**src/rtl/rv32i_trap_sequencer_pipe_pkg.sv**
```systemverilog
// Shared encodings for the trap sequencer: FSM states, controller handshake states, vector base.
package rv32i_trap_pkg;

    localparam logic [31:0] VECTOR_BASE_DEF = 32'h0000_0010;

    typedef enum logic [1:0] {
        ISTATE_IDLE     = 2'b00,
        ISTATE_PENDING  = 2'b01,
        ISTATE_HANDLING = 2'b10
    } istate_e;

    typedef enum logic [2:0] {
        S_IDLE,
        S_DRAIN,
        S_ADVANCE,
        S_VECTOR,
        S_HANDLER,
        S_RETURN,
        S_ORPHAN
    } trap_state_e;

endpackage

```
**src/rtl/rv32i_trap_sequencer_pipe_if.sv**
```systemverilog
// Handshake between the interrupt controller (master) and the trap sequencer (slave).
interface rv32i_trap_sequencer_pipe_if #(
    parameter int XLEN = 32
);
    logic [1:0]      interrupt_state;
    logic [XLEN-1:0] interrupt_offset;
    logic            interrupt_advance;
    logic            clear_interrupt;

    modport master (
        output interrupt_state, interrupt_offset,
        input  interrupt_advance, clear_interrupt
    );

    modport slave (
        input  interrupt_state, interrupt_offset,
        output interrupt_advance, clear_interrupt
    );
endinterface

```
**src/rtl/rv32i_trap_latency_ctr.sv**
```systemverilog
// Saturating trap-entry latency counter with last/max capture.
// Only instantiated when TRAP_LATENCY_STATS_EN is defined.
module rv32i_trap_latency_ctr #(
    parameter int W = 16
) (
    input  logic         clk_i,
    input  logic         reset_i,
    input  logic         start_i,
    input  logic         active_i,
    input  logic         done_i,
    output logic [W-1:0] last_o,
    output logic [W-1:0] max_o
);
    logic [W-1:0] cnt;

    // Starting at 1 makes the first DRAIN cycle part of the count.
    always_ff @(posedge clk_i) begin
        if (reset_i) begin
            cnt <= '0;
        end else if (start_i) begin
            cnt <= W'(1);
        end else if (active_i && (cnt != '1)) begin
            cnt <= cnt + W'(1);
        end
    end

    always_ff @(posedge clk_i) begin
        if (reset_i) begin
            last_o <= '0;
            max_o  <= '0;
        end else if (done_i) begin
            last_o <= cnt;
            if (cnt > max_o) max_o <= cnt;
        end
    end
endmodule

```
**src/rtl/rv32i_trap_sequencer_pipe.sv**
```systemverilog
// Trap entry/exit sequencer: drains the pipe, hands off to the interrupt controller, redirects fetch.
// Optional latency statistics ports are enabled by defining TRAP_LATENCY_STATS_EN.
//
// state   | meaning
// IDLE    | no trap in progress
// DRAIN   | fetch stalled, waiting for pipe empty, EPC captured on exit
// ADVANCE | one-cycle advance pulse to the controller
// VECTOR  | wait for controller HANDLING, redirect to handler
// HANDLER | handler running, waiting for mret commit
// RETURN  | clear controller, redirect to EPC
// ORPHAN  | controller stuck in HANDLING with no trap; clear it
module rv32i_trap_sequencer_pipe
    import rv32i_trap_pkg::*;
#(
    parameter int              XLEN        = 32,
    parameter logic [XLEN-1:0] VECTOR_BASE = XLEN'(VECTOR_BASE_DEF)
) (
    input  logic                  clk_i,
    input  logic                  reset_i,
    rv32i_trap_sequencer_pipe_if.slave irq,
    input  logic                  pipe_empty_i,
    input  logic [XLEN-1:0]       pc_resume_i,
    input  logic                  mret_commit_i,
    output logic                  fetch_stall_o,
    output logic                  redirect_valid_o,
    output logic [XLEN-1:0]       redirect_pc_o,
    output logic [XLEN-1:0]       epc_o,
    output logic                  in_handler_o
`ifdef TRAP_LATENCY_STATS_EN
    ,
    output logic [15:0]           last_latency_o,
    output logic [15:0]           max_latency_o
`endif
);
    trap_state_e state, state_nxt;
    logic        handling;

    assign handling = (irq.interrupt_state == ISTATE_HANDLING);

    always_ff @(posedge clk_i) begin
        if (reset_i) state <= S_IDLE;
        else         state <= state_nxt;
    end

    always_comb begin
        state_nxt = state;
        case (state)
            S_IDLE: begin
                if (irq.interrupt_state == ISTATE_PENDING) state_nxt = S_DRAIN;
                else if (handling)                         state_nxt = S_ORPHAN;
            end
            S_DRAIN:   if (pipe_empty_i)  state_nxt = S_ADVANCE;
            S_ADVANCE: state_nxt = S_VECTOR;
            S_VECTOR:  if (handling)      state_nxt = S_HANDLER;
            S_HANDLER: if (mret_commit_i) state_nxt = S_RETURN;
            S_RETURN:  state_nxt = S_IDLE;
            S_ORPHAN:  state_nxt = S_IDLE;
            default:   state_nxt = S_IDLE;
        endcase
    end

    always_comb begin
        fetch_stall_o         = 1'b0;
        redirect_valid_o      = 1'b0;
        redirect_pc_o         = '0;
        in_handler_o          = 1'b0;
        irq.interrupt_advance = 1'b0;
        irq.clear_interrupt   = 1'b0;
        case (state)
            S_DRAIN:   fetch_stall_o = 1'b1;
            S_ADVANCE: begin
                fetch_stall_o         = 1'b1;
                irq.interrupt_advance = 1'b1;
            end
            S_VECTOR: begin
                fetch_stall_o = 1'b1;
                in_handler_o  = 1'b1;
                if (handling) begin
                    redirect_valid_o = 1'b1;
                    redirect_pc_o    = VECTOR_BASE + irq.interrupt_offset;
                end
            end
            S_HANDLER: in_handler_o = 1'b1;
            S_RETURN: begin
                fetch_stall_o       = 1'b1;
                in_handler_o        = 1'b1;
                redirect_valid_o    = 1'b1;
                redirect_pc_o       = epc_o;
                irq.clear_interrupt = 1'b1;
            end
            S_ORPHAN:  irq.clear_interrupt = 1'b1;
            default: ;
        endcase
    end

    always_ff @(posedge clk_i) begin
        if (reset_i)                              epc_o <= '0;
        else if ((state == S_DRAIN) && pipe_empty_i) epc_o <= pc_resume_i;
    end

`ifdef TRAP_LATENCY_STATS_EN
    rv32i_trap_latency_ctr #(.W(16)) u_lat (
        .clk_i    (clk_i),
        .reset_i  (reset_i),
        .start_i  ((state == S_IDLE) && (state_nxt == S_DRAIN)),
        .active_i ((state == S_DRAIN) || (state == S_ADVANCE) || (state == S_VECTOR)),
        .done_i   ((state == S_VECTOR) && handling),
        .last_o   (last_latency_o),
        .max_o    (max_latency_o)
    );
`endif
endmodule
```
**src/flat_wrapper.sv**
```systemverilog
// flat-port wrapper written by rule: the top's interface ports become plain ports
module rv32i_trap_sequencer_pipe_flat import rv32i_trap_pkg::*;
#(
    parameter int              XLEN        = 32,
    parameter logic [XLEN-1:0] VECTOR_BASE = XLEN'(VECTOR_BASE_DEF)
)
  (clk_i, reset_i, pipe_empty_i, pc_resume_i, mret_commit_i, fetch_stall_o, redirect_valid_o, redirect_pc_o, epc_o, in_handler_o, irq_interrupt_state, irq_interrupt_offset, irq_interrupt_advance, irq_clear_interrupt);
  rv32i_trap_sequencer_pipe_if #(.XLEN(XLEN)) irq_i ();
  input  logic clk_i;
  input  logic reset_i;
  input  logic pipe_empty_i;
  input  logic [XLEN-1:0] pc_resume_i;
  input  logic mret_commit_i;
  output logic fetch_stall_o;
  output logic redirect_valid_o;
  output logic [XLEN-1:0] redirect_pc_o;
  output logic [XLEN-1:0] epc_o;
  output logic in_handler_o;
  input wire logic [$bits(irq_i.interrupt_state)-1:0] irq_interrupt_state;
  input wire logic [$bits(irq_i.interrupt_offset)-1:0] irq_interrupt_offset;
  output wire logic [$bits(irq_i.interrupt_advance)-1:0] irq_interrupt_advance;
  output wire logic [$bits(irq_i.clear_interrupt)-1:0] irq_clear_interrupt;
  assign irq_i.interrupt_state = irq_interrupt_state;
  assign irq_i.interrupt_offset = irq_interrupt_offset;
  assign irq_interrupt_advance = irq_i.interrupt_advance;
  assign irq_clear_interrupt = irq_i.clear_interrupt;
  rv32i_trap_sequencer_pipe #(.XLEN(XLEN), .VECTOR_BASE(VECTOR_BASE)) u_core (.clk_i(clk_i), .reset_i(reset_i), .irq(irq_i), .pipe_empty_i(pipe_empty_i), .pc_resume_i(pc_resume_i), .mret_commit_i(mret_commit_i), .fetch_stall_o(fetch_stall_o), .redirect_valid_o(redirect_valid_o), .redirect_pc_o(redirect_pc_o), .epc_o(epc_o), .in_handler_o(in_handler_o));
endmodule
```
**config.mk**
```make
export PLATFORM = sky130hd
export DESIGN_NAME = rv32i_trap_sequencer_pipe_flat
export DESIGN_NICKNAME = d
export VERILOG_FILES = /design/src/rtl/rv32i_trap_sequencer_pipe_pkg.sv /design/src/rtl/rv32i_trap_sequencer_pipe_if.sv /design/src/rtl/rv32i_trap_latency_ctr.sv /design/src/rtl/rv32i_trap_sequencer_pipe.sv /design/src/flat_wrapper.sv
export SDC_FILE = /design/constraint.sdc
export NUM_CORES = 1
export LEC_CHECK = 0
export CAP_MARGIN = 10
export CORE_ASPECT_RATIO = 1.25
export CORE_MARGIN = 2
export CORE_UTILIZATION = 55
export DETAILED_ROUTE_END_ITERATION = 10
export DONT_BUFFER_PORTS = 1
export HOLD_SLACK_MARGIN = 0.02
export PLACE_DENSITY_LB_ADDON = 0.3
export SLEW_MARGIN = 20
export SYNTH_ARGS = -nofsm -noshare
export SYNTH_HDL_FRONTEND = slang
export SYNTH_SLANG_ARGS = --single-unit
```
**constraint.sdc**
```tcl
create_clock -name clk_i -period 2.1 [get_ports clk_i]
set_clock_uncertainty 0.05 [all_clocks]
set_input_delay 0.315 -clock clk_i [delete_from_list [all_inputs] [get_ports clk_i]]
set_output_delay 0.315 -clock clk_i [all_outputs]
set_load 0.01 [all_outputs]
```
# After elaboration in Yosys (flattened, before gate mapping)

Cells that the tools add are included.
Widths: inputs -> output; s select.

Register bits: 35
Input bits: 70
Output and inout port bits: 69
Logic and storage cells: 35

$add $sub $neg: 1
Equal/unequal tests: 12
Mux-type cells: 14
Reductions and logical operators: 6

Operators by type and width:

| operator              | number |
|---|---|
| $pmux 32 s2           | 1 |
| $add 5x32->32 const A | 1 |
| $mux 32               | 1 |
| $mux 3                | 5 |
| $pmux 3 s5            | 1 |
| $eq 3x3->1 const B    | 3 |
| $eq 3x2->1 const B    | 2 |
| $mux 1                | 5 |
| $ne 2x2->1 const B    | 2 |
| $reduce_and 4->1      | 1 |
| $reduce_or 4->1       | 1 |
| $eq 3x1->1 const B    | 1 |
| $logic_not 3->1       | 1 |
| $ne 3x1->1 const B    | 1 |
| $reduce_or 3->1       | 1 |
| $eq 2x1->1 const B    | 1 |
| $eq 2x2->1 const B    | 1 |
| $ne 2x1->1 const B    | 1 |
| $pmux 1 s2            | 1 |
| $reduce_or 2->1       | 1 |
| $logic_and 1x1->1     | 1 |

# Longest topological paths before layout

Word-level depth: 4
Depth in mapped cells: 7
Mapped depth without buffers: 6

# Worst setup path after synthesis

Ideal clock, no wire load.

Kind: input -> output
Start point: input irq_interrupt_offset[4]
End point: output redirect_pc_o[24]
Arrival time: 1510 ps
Data required time: 1735 ps
Slack: 225 ps
Stages on the path: 6
Path buffers: 0
Cells stage by stage: ha_1 -> nand3_2 -> nor3_4 -> nand3_1 -> xor2_1 -> o21ai_0

Word-level cells in the longest chain between the ends: 3

Ends and longest elaborated chain:

| element         | line                            | source |
|---|---|---|
| start, declared | flat_wrapper.sv:20              | `input wire logic [$bits(irq_i.interrupt_offset)-1:0] irq_interrupt_offset;` |
| $add 5x32->32   | rv32i_trap_sequencer_pipe.sv:80 | `redirect_pc_o = VECTOR_BASE + irq.interrupt_offset;` |
| $mux 32         | rv32i_trap_sequencer_pipe.sv:78 | `if (handling) begin` |
| $pmux 32 s2     | rv32i_trap_sequencer_pipe.sv:69 | `case (state)` |
| end, declared   | flat_wrapper.sv:16              | `output logic [XLEN-1:0] redirect_pc_o;` |

No other way between the ends.

# Worst setup path after layout

Start point: register u_core.state[2]
End point: output redirect_pc_o[30]

Word-level cells in the longest chain between the ends: 2
Elaborated cells on any way between the ends: 3
Classes of those cells: eq/ne: 2; mux: 1

Ends and longest elaborated chain:

| element                                  | line                            | source |
|---|---|---|
| start, declared                          | rv32i_trap_sequencer_pipe.sv:35 | `trap_state_e state, state_nxt;` |
| start signal, assigned                   | rv32i_trap_sequencer_pipe.sv:42 | `else state <= state_nxt;` |
| $eq 3x3->1 or $eq 3x2->1 (tied branches) | rv32i_trap_sequencer_pipe.sv:69 |  |
| $pmux 32 s2 *                            | rv32i_trap_sequencer_pipe.sv:69 |  |

Mark *: on every way between the ends. The rest lies on a longest branch, timed or not.

==> report_table.html <==
<table>
<tr><th>Metric</th><th>Value</th></tr>
<tr><th colspan="2">Worst setup path</th></tr>
<tr><td>Gate family responsible for the most delay along the worst path</td><td>flip-flops</td></tr>
<tr><td>Reg-to-reg critical path startpoint</td><td>u_core.state[0]</td></tr>
<tr><td>Cell with the biggest individual delay on the critical path</td><td>sky130_fd_sc_hd__dfxtp_2</td></tr>
<tr><td>Total stage count of the critical path</td><td>5</td></tr>
<tr><td>Worst reg-to-reg path cell count</td><td>4</td></tr>
<tr><td>Critical path launch point type</td><td>register</td></tr>
<tr><td>Worst path bufs/invs</td><td>2</td></tr>
<tr><td>Max FO, Critical Path</td><td>21</td></tr>
<tr><td>Critical-path cell list</td><td>nor3b_4 -&gt; buf_4 -&gt; nand2_1 -&gt; o21ai_1 -&gt; buf_4</td></tr>
<tr><td>Setup CP Type</td><td>register to primary output</td></tr>
<tr><td>Data required time at the worst endpoint</td><td>roughly 1700 ps</td></tr>
<tr><td>End point of the critical path</td><td>redirect_pc_o[30]</td></tr>
<tr><td>Cell seen most often among critical-path stages</td><td>sky130_fd_sc_hd__buf_4</td></tr>
<tr><td>Arrival time reported for the critical path endpoint</td><td>approximately 1600 ps</td></tr>
<tr><td>Capture point of the worst reg-to-reg path</td><td>u_core.epc_o[18]</td></tr>
<tr><td>Startpoint of the worst setup timing path</td><td>u_core.state[2]</td></tr>
<tr><td>Setup slack of the worst register-to-register path</td><td>roughly 500 ps</td></tr>
<tr><td>Worst setup EP type</td><td>primary output</td></tr>
<tr><td>Delay of the slowest critical-path stage</td><td>approximately 450 ps</td></tr>
<tr><th colspan="2">Timing</th></tr>
<tr><td>Unrepaired setup endpoints after global routing</td><td>no</td></tr>
<tr><td>Fmax</td><td>513 MHz</td></tr>
<tr><td>Count of final hold-check violations</td><td>0</td></tr>
<tr><td>Min Tclk post-route</td><td>1950 ps</td></tr>
<tr><td>Final cycle utilization of the critical path</td><td>0.929</td></tr>
<tr><td>Relative max-transition margin</td><td>0.728</td></tr>
<tr><td>Actual transition at the worst max-transition pin</td><td>slightly above 400 ps</td></tr>
<tr><td>Smallest hold slack</td><td>about 47 ps</td></tr>
<tr><td>Final sum of negative setup slack</td><td>0 ps</td></tr>
<tr><td>Final-report max-slew violation count</td><td>0</td></tr>
<tr><td>Final setup viols</td><td>0</td></tr>
<tr><th colspan="2">Pwr</th></tr>
<tr><td>Post-layout total power</td><td>about 1.7 mW</td></tr>
<tr><td>Worst voltage drop across the vdd grid</td><td>approximately 0.00054 V</td></tr>
<tr><td>Pwr dens</td><td>around 650 mW/mm²</td></tr>
<tr><td>P_leak</td><td>0.907 nW</td></tr>
<tr><th colspan="2">Placement</th></tr>
<tr><td>Final Wtd Congestion</td><td>between 0.8 and 0.9</td></tr>
<tr><td>DP HPWL</td><td>4530 µm</td></tr>
<tr><td>Number of buffer cells added on primary ports</td><td>0</td></tr>
<tr><td>Placed Cells</td><td>383</td></tr>
<tr><th colspan="2">Clock tree</th></tr>
<tr><td>Root Buffer</td><td>sky130_fd_sc_hd__clkbuf_8</td></tr>
<tr><td>Deepest clock path buffer count</td><td>2</td></tr>
<tr><td>Worst skew pair latency</td><td>between 200 and 300 ps</td></tr>
<tr><td>Number of buffers inserted during clock tree synthesis</td><td>5</td></tr>
<tr><td>Total number of H-tree levels</td><td>2</td></tr>
<tr><td>Clock transition at the registers of the reported paths</td><td>~70 ps</td></tr>
<tr><td>Clock sink count</td><td>35</td></tr>
<tr><td>TritonCTS clock tree</td><td>yes</td></tr>
<tr><th colspan="2">Route</th></tr>
<tr><td>Per-cell via count in the routed design</td><td>roughly 5.7</td></tr>
<tr><td>Number of violations reported at the end of detailed-routing iteration 0</td><td>~140</td></tr>
<tr><td>Per-cell routed wire length</td><td>approximately 16 µm</td></tr>
<tr><td>Vias</td><td>~2,200</td></tr>
<tr><td>Post-detailed-route DRC marker count</td><td>0</td></tr>
<tr><td>Remaining antenna violation count after routing</td><td>0</td></tr>
<tr><td>Detailed-routing iteration count for the pre-antenna-repair pass</td><td>4</td></tr>
<tr><td>Aggregate routed wire length</td><td>6160 µm</td></tr>
<tr><th colspan="2">Global route</th></tr>
<tr><td>Aggregate global routing overflow</td><td>0</td></tr>
<tr><td>Largest net degree at the start of global routing</td><td>36</td></tr>
<tr><td>Antenna violations before repair</td><td>0</td></tr>
<tr><td>Wire length of the first global-routing pass</td><td>around 9100 µm</td></tr>
<tr><td>Vias in the first global route</td><td>about 2,000</td></tr>
<tr><td>GRT Overall Usage</td><td>0.258</td></tr>
<tr><th colspan="2">Floorplanning</th></tr>
<tr><td>Initial core utilization</td><td>0.581</td></tr>
<tr><td>Count of standard-cell rows</td><td>25</td></tr>
<tr><td>Die outline area</td><td>between 0.004 and 0.005 mm²</td></tr>
<tr><td>IO Count</td><td>approximately 140</td></tr>
<tr><td>Core ar.</td><td>0.00382 mm²</td></tr>
<tr><td>Width of the die</td><td>60.8 µm</td></tr>
<tr><td>Vertical die dimension</td><td>between 70 and 80 µm</td></tr>
<tr><th colspan="2">Cells and area</th></tr>
<tr><td>Fillers</td><td>356</td></tr>
<tr><td>Layout net count</td><td>408</td></tr>
<tr><td>Number of standard cells in the layout, taps in and fillers out</td><td>392</td></tr>
<tr><td>Area growth syn-to-layout</td><td>16.2%</td></tr>
<tr><td>Multi-input gate area in the final layout</td><td>approximately 0.0014 mm²</td></tr>
<tr><td>Layout cell share with drive strength beyond 1</td><td>0.166</td></tr>
<tr><td>Number of antenna diodes</td><td>0</td></tr>
<tr><td>FF/Latch Area</td><td>approximately 700 µm²</td></tr>
<tr><th colspan="2">Synthesis</th></tr>
<tr><td>Sequential element share of the synthesized area</td><td>0.316</td></tr>
<tr><td>Synthesized cell area</td><td>between 0.002 and 0.0025 mm²</td></tr>
<tr><td>Most used flip-flop cell after synthesis</td><td>sky130_fd_sc_hd__dfxtp_1</td></tr>
<tr><td>Dominant cell type by area after synthesis</td><td>sky130_fd_sc_hd__dfxtp_1</td></tr>
<tr><td>Flip-flop and latch count after synthesis</td><td>35</td></tr>
<tr><td>Avg Synthesized Cell Area</td><td>about 7.0 µm²</td></tr>
<tr><td>Async set-reset flop share out of synthesis</td><td>0</td></tr>
<tr><td>Synthesized netlist net count</td><td>just under 400</td></tr>
<tr><td>Count of warnings emitted by yosys</td><td>0</td></tr>
<tr><td>Most area-consuming cells after synthesis</td><td>sky130_fd_sc_hd__dfxtp_1 (32%), sky130_fd_sc_hd__nand2_1 (17%), sky130_fd_sc_hd__a21oi_1 (8.6%)</td></tr>
<tr><td>Synth cell types</td><td>33</td></tr>
<tr><td>Count of mapped cells out of synthesis</td><td>316</td></tr>
<tr><td>Fraction of post-synthesis cell area in the top cell type by area</td><td>0.316</td></tr>
<tr><td>Number of flops mapped to enable cells by yosys</td><td>0</td></tr>
<tr><th colspan="2">Status</th></tr>
<tr><td>Result of the run</td><td>completed</td></tr>
<tr><th colspan="2">Hold path</th></tr>
<tr><td>Worst min-delay path category</td><td>input port to register</td></tr>
<tr><th colspan="2">Flow run</th></tr>
<tr><td>Max capacitance violation total</td><td>0</td></tr>
</table>
-- cell usage after synthesis, types with 2 or more instances --
cell type	count
sky130_fd_sc_hd__nand4_1	10
sky130_fd_sc_hd__clkbuf_1	7
sky130_fd_sc_hd__inv_1	4
sky130_fd_sc_hd__nand2b_1	3
sky130_fd_sc_hd__nand3_1	11
sky130_fd_sc_hd__and3_1	2
sky130_fd_sc_hd__o21ai_1	13
sky130_fd_sc_hd__a21oi_1	38
sky130_fd_sc_hd__nand2_2	2
sky130_fd_sc_hd__nand3_2	2
sky130_fd_sc_hd__nor3_4	2
sky130_fd_sc_hd__nor3_1	3
sky130_fd_sc_hd__and2_1	2
sky130_fd_sc_hd__nand2_1	99
sky130_fd_sc_hd__o21ai_0	18
sky130_fd_sc_hd__a22o_1	5
sky130_fd_sc_hd__xor2_1	20
sky130_fd_sc_hd__buf_6	5
sky130_fd_sc_hd__xnor2_1	7
sky130_fd_sc_hd__buf_2	7
sky130_fd_sc_hd__nor2_1	10
sky130_fd_sc_hd__dfxtp_1	35
-- per-stage QoR --
step           setup WS [ps]   util  cell area, µm²
2_1_floorplan            225      -            2220
3_3_place_gp            48.1  0.633            2420
3_5_place_dp            18.7  0.633            2420
4_1_cts                 13.1  0.669            2550
5_1_grt                 4.42  0.675            2570
6_report                 150  0.675            2570
-- layout by cell type, fill, tap and decap left out, types with 3 or more instances in the layout --
master | Yosys | routed
sky130_fd_sc_hd__nand2_1 | 99 | 99
sky130_fd_sc_hd__a21oi_1 | 38 | 38
sky130_fd_sc_hd__buf_4 | 0 | 33
sky130_fd_sc_hd__dfxtp_1 | 35 | 33
sky130_fd_sc_hd__xor2_1 | 20 | 20
sky130_fd_sc_hd__o21ai_0 | 18 | 18
sky130_fd_sc_hd__o21ai_1 | 13 | 13
sky130_fd_sc_hd__nand3_1 | 11 | 11
sky130_fd_sc_hd__nor2_1 | 10 | 10
sky130_fd_sc_hd__nand4_1 | 10 | 10
sky130_fd_sc_hd__xnor2_1 | 7 | 7
sky130_fd_sc_hd__a22o_1 | 5 | 5
sky130_fd_sc_hd__clkbuf_8 | 0 | 5
sky130_fd_sc_hd__inv_1 | 4 | 4
sky130_fd_sc_hd__nor3_1 | 3 | 3
sky130_fd_sc_hd__nand2b_1 | 3 | 3
-- power breakdown --
part	switching [mW]	leakage (nW)	internal, mW
registers	0.0522	0.284	0.697
clock network	0.254	0.0644	0.474
logic	0.112	0.558	0.0753
-- worst min-delay path by stage --
stage                    from          endpoint  cells past startpoint
2_1_floorplan  pc_resume_i[5]   u_core.epc_o[5]                      2
3_3_place_gp          reset_i   u_core.epc_o[5]                      1
3_5_place_dp          reset_i  u_core.epc_o[13]                      1
4_1_cts               reset_i   u_core.state[2]                      1
5_1_grt               reset_i  u_core.epc_o[29]                      1
6_report              reset_i   u_core.state[0]                      1
-- final cells by class --
cell class	instances	share of cell area
well taps	54	0.0262
clock buffers	5	0.0267
flip-flops and latches	35	0.273
repair buffers	34	0.104
inverters	5	0.00826
clock inverters	3	0.0262
multi-input cells	256	0.535
-- cell families (layout without fill, tap and decap cells) --
group / count (synthesis) / in the layout / synth area share
flops: 35 / 35 / 0.316
fa+ha+maj: 1 / 1 / 0.00565
buf+inv: 25 / 47 / 0.0644
xor+xnor: 27 / 27 / 0.107
compound gates: 75 / 75 / 0.179
simple gates: 153 / 153 / 0.328
-- layer usage --
metal	track usage	wire (µm)	up-vias
li1	-	-	1103
met1	0.309	2290	1006
met2	0.444	3220	113
met3	0.0704	605	4
met4	0.0773	40	0
met5	0	0	-
-- repair_timing --
item | 4_1_cts | 5_1_grt
gates resized for setup | 1 | 1
endpoints found under the setup margin | 1 | 27
pin swaps | 0 | 1
buffers inserted | 0 | 1
hold buffers | 0 | 0
-- sequential cells by signal (all words and copies together), names as in the netlist --
register / cells
u_core.epc_o: 32
u_core.state: 3
Note: power is estimated with default switching activity, not from simulation.
==> RTL edit: new RTL, same flow settings <==
`XLEN` is set to 32 in 3 places; all go to 64.
--- a/src/rtl/rv32i_trap_sequencer_pipe_if.sv
+++ b/src/rtl/rv32i_trap_sequencer_pipe_if.sv
@@ -1,5 +1,5 @@
 // Handshake between the interrupt controller (master) and the trap sequencer (slave).
 interface rv32i_trap_sequencer_pipe_if #(
-    parameter int XLEN = 32
+    parameter int XLEN = 64
 );
     logic [1:0]      interrupt_state;
--- a/src/rtl/rv32i_trap_sequencer_pipe.sv
+++ b/src/rtl/rv32i_trap_sequencer_pipe.sv
@@ -13,5 +13,5 @@
     import rv32i_trap_pkg::*;
 #(
-    parameter int              XLEN        = 32,
+    parameter int              XLEN        = 64,
     parameter logic [XLEN-1:0] VECTOR_BASE = XLEN'(VECTOR_BASE_DEF)
 ) (
--- a/src/flat_wrapper.sv
+++ b/src/flat_wrapper.sv
@@ -2,5 +2,5 @@
 module rv32i_trap_sequencer_pipe_flat import rv32i_trap_pkg::*;
 #(
-    parameter int              XLEN        = 32,
+    parameter int              XLEN        = 64,
     parameter logic [XLEN-1:0] VECTOR_BASE = XLEN'(VECTOR_BASE_DEF)
 )
Interface: changed (resized epc_o, irq_interrupt_offset, pc_resume_i and redirect_pc_o); port bits go from 139 to 267. The function was not compared with the original's and may differ.
==> RTL edit against the original RTL <==
- the flow now finishes with violations (negative setup slack)
- count of clock-buffer cells in the layout increased by 7
- combinational power rose to 4.7 times the old value
- maximum frequency shrank 15%
- worst setup slack worse by 0.33 ns
- sequential cell count increased by 32
- highest routed layer unchanged
- global-route usage rose by 6.6 points
- sequential power is 110% higher
- largest power group unchanged
- wire length rose to 2.7 times the old value
- final area grew 130%
- synthesized area rose by 99%
- clock power grew 50%
- critical path type is now primary input to output port
- power up 110%
==> RTL edit: results (changes against the original RTL) <==
Parameter                              Value

Run status
  Run status    complete, but fails checks
  Failing checks    negative setup slack

Setup path
  Cell class contributing the biggest share of worst-path delay    simple AND/OR/NAND/NOR gates
  Critical Path End    redirect_pc_o[38]
  CP max-delay cell    sky130_fd_sc_hd__or3b_4
  Worst R2R Path Depth    6 (+2)
  Peak fanout along the critical path    4 (-81%)
  Launch point of the critical path    irq_interrupt_offset[4]
  Source of the worst register-to-register timing path    u_core.state[1]
  Critical path's largest stage delay    0.40 ns (-0.05 ns)

Global routing
  Global-route wire length before repair    23.30 mm (+160%)
  Global-route total usage across every layer    32.36% (+6.6 points)
  Pin count of the biggest net entering global routing    68 (+89%)

Routing
  Number of violations reported at the end of detailed-routing iteration 0    527 (+270%)
  Total number of vias    5,127 (+130%)
  Routed met3 length    1.750 mm (+190%)
  Met1 WL    5.754 mm (+150%)
  Met2 Wirelength    8.623 mm (+170%)
  Routed wire length    16.72 mm (+170%)
  Detailed-route vias per instance    6.275 (+11%)
  First drt pass iteration count    5 (+1)

Cells and area
  # fillers    547 (+54%)
  Non-Clock Buffer Count    107 (+210%)
  Area of the multi-input gates    3226 um2 (+130%)
  Multi-input combinational cell count    527 (+110%)
  Largest registers ranked by flip-flop count    u_core.epc_o: 64 flops, u_core.state: 3 flops
  Data buffer area share    17.64% (+7.2 points)
  Number of nets in the final layout    852 (+110%)
  P&R area growth vs syn    34.81%
  Number of clock buffers in the layout    12 (+7)
  Clock network area share    3.275% (-2.0 points)

Power and ir drop
  P_int    2.331 mW (+87%)
  Max IR drop VDD    0.4578 mV (-15%)
  Switching Fraction    34.20% (+9.1 points)
  Leakage power figure    2.218 nW (+140%)

CTS
  Worst-skew pair later-pin latency    0.35 ns (+0.07 ns)
  Number of buffers added by the clock tree synthesis step    9 (+4)
  Number of levels the H-tree was split into    3 (+1)

Synthesis
  Number of distinct library cell variants in the gate-level netlist after synthesis    47 (+42%)
  Gate count after technology mapping    640 (+100%)
  Net Count, Synth    775 (+100%)
  Post-Synthesis Cell Area    4420 um2 (+99%)
  Cell types with the largest area share after synthesis    sky130_fd_sc_hd__dfxtp_1 (30%), sky130_fd_sc_hd__nand2_1 (17%), sky130_fd_sc_hd__xor2_1 (7.7%), sky130_fd_sc_hd__a21oi_1 (7.6%), sky130_fd_sc_hd__o21ai_0 (5.7%)

Min path
  End point of the most critical hold path    u_core.epc_o[35]
  Min-Delay Path Depth    2 (+1)
  Hold Path Origin    pc_resume_i[35]

Place
  DPL Wire Length    11.12 mm (+150%)
  Post-place instance area    5030 um2 (+110%)
  Post-Place Worst Slack    -0.2088 ns (-0.2275 ns)
  Placed instance count    769 (+100%)
  RD Place Congestion    0.9949 (+11%)

STA
  Slew @ Worst Pin    0.5802 ns (+0.1732 ns)
  Worst hold margin    0.03976 ns (-0.006791 ns)
  Setup Viol. Count Final    38 (+38)
  Final Worst Setup Slack    -0.1838 ns (-0.3338 ns)
==> RTL edit: cell types whose count changed after synthesis, sizes merged, moves of 8 or more <==
cell | before | now
a21oi | 38 | 67
and2 | 2 | 10
and3 | 2 | 14
and4 | 1 | 9
buf | 13 | 4
clkbuf | 7 | 37
dfxtp | 35 | 67
nand2 | 101 | 205
nand3 | 13 | 23
nand4 | 10 | 22
o21ai | 31 | 62
xnor2 | 7 | 20
xor2 | 20 | 39
==> RTL edit: kinds of logic after synthesis <==
logic type	share of synthesized area, %
adder cells (fa/ha/maj)	0.2830
AND/OR/NAND/NOR	36.80
AO/OA/AOI/OAI	16.61
XOR/XNOR	11.69
flip-flops	30.34
buffers and inverters	4.274
==> RTL edit: timing repair <==
action / in CTS / in global routing
setup endpoints to repair: 54 / 57
resized for setup: 37 / 72
endpoints found under the hold margin: 67 / 0
pin swaps: 12 / 19
cloned: 1 / 7
buffers inserted: 3 / 20
hold buffers: 1 / 0
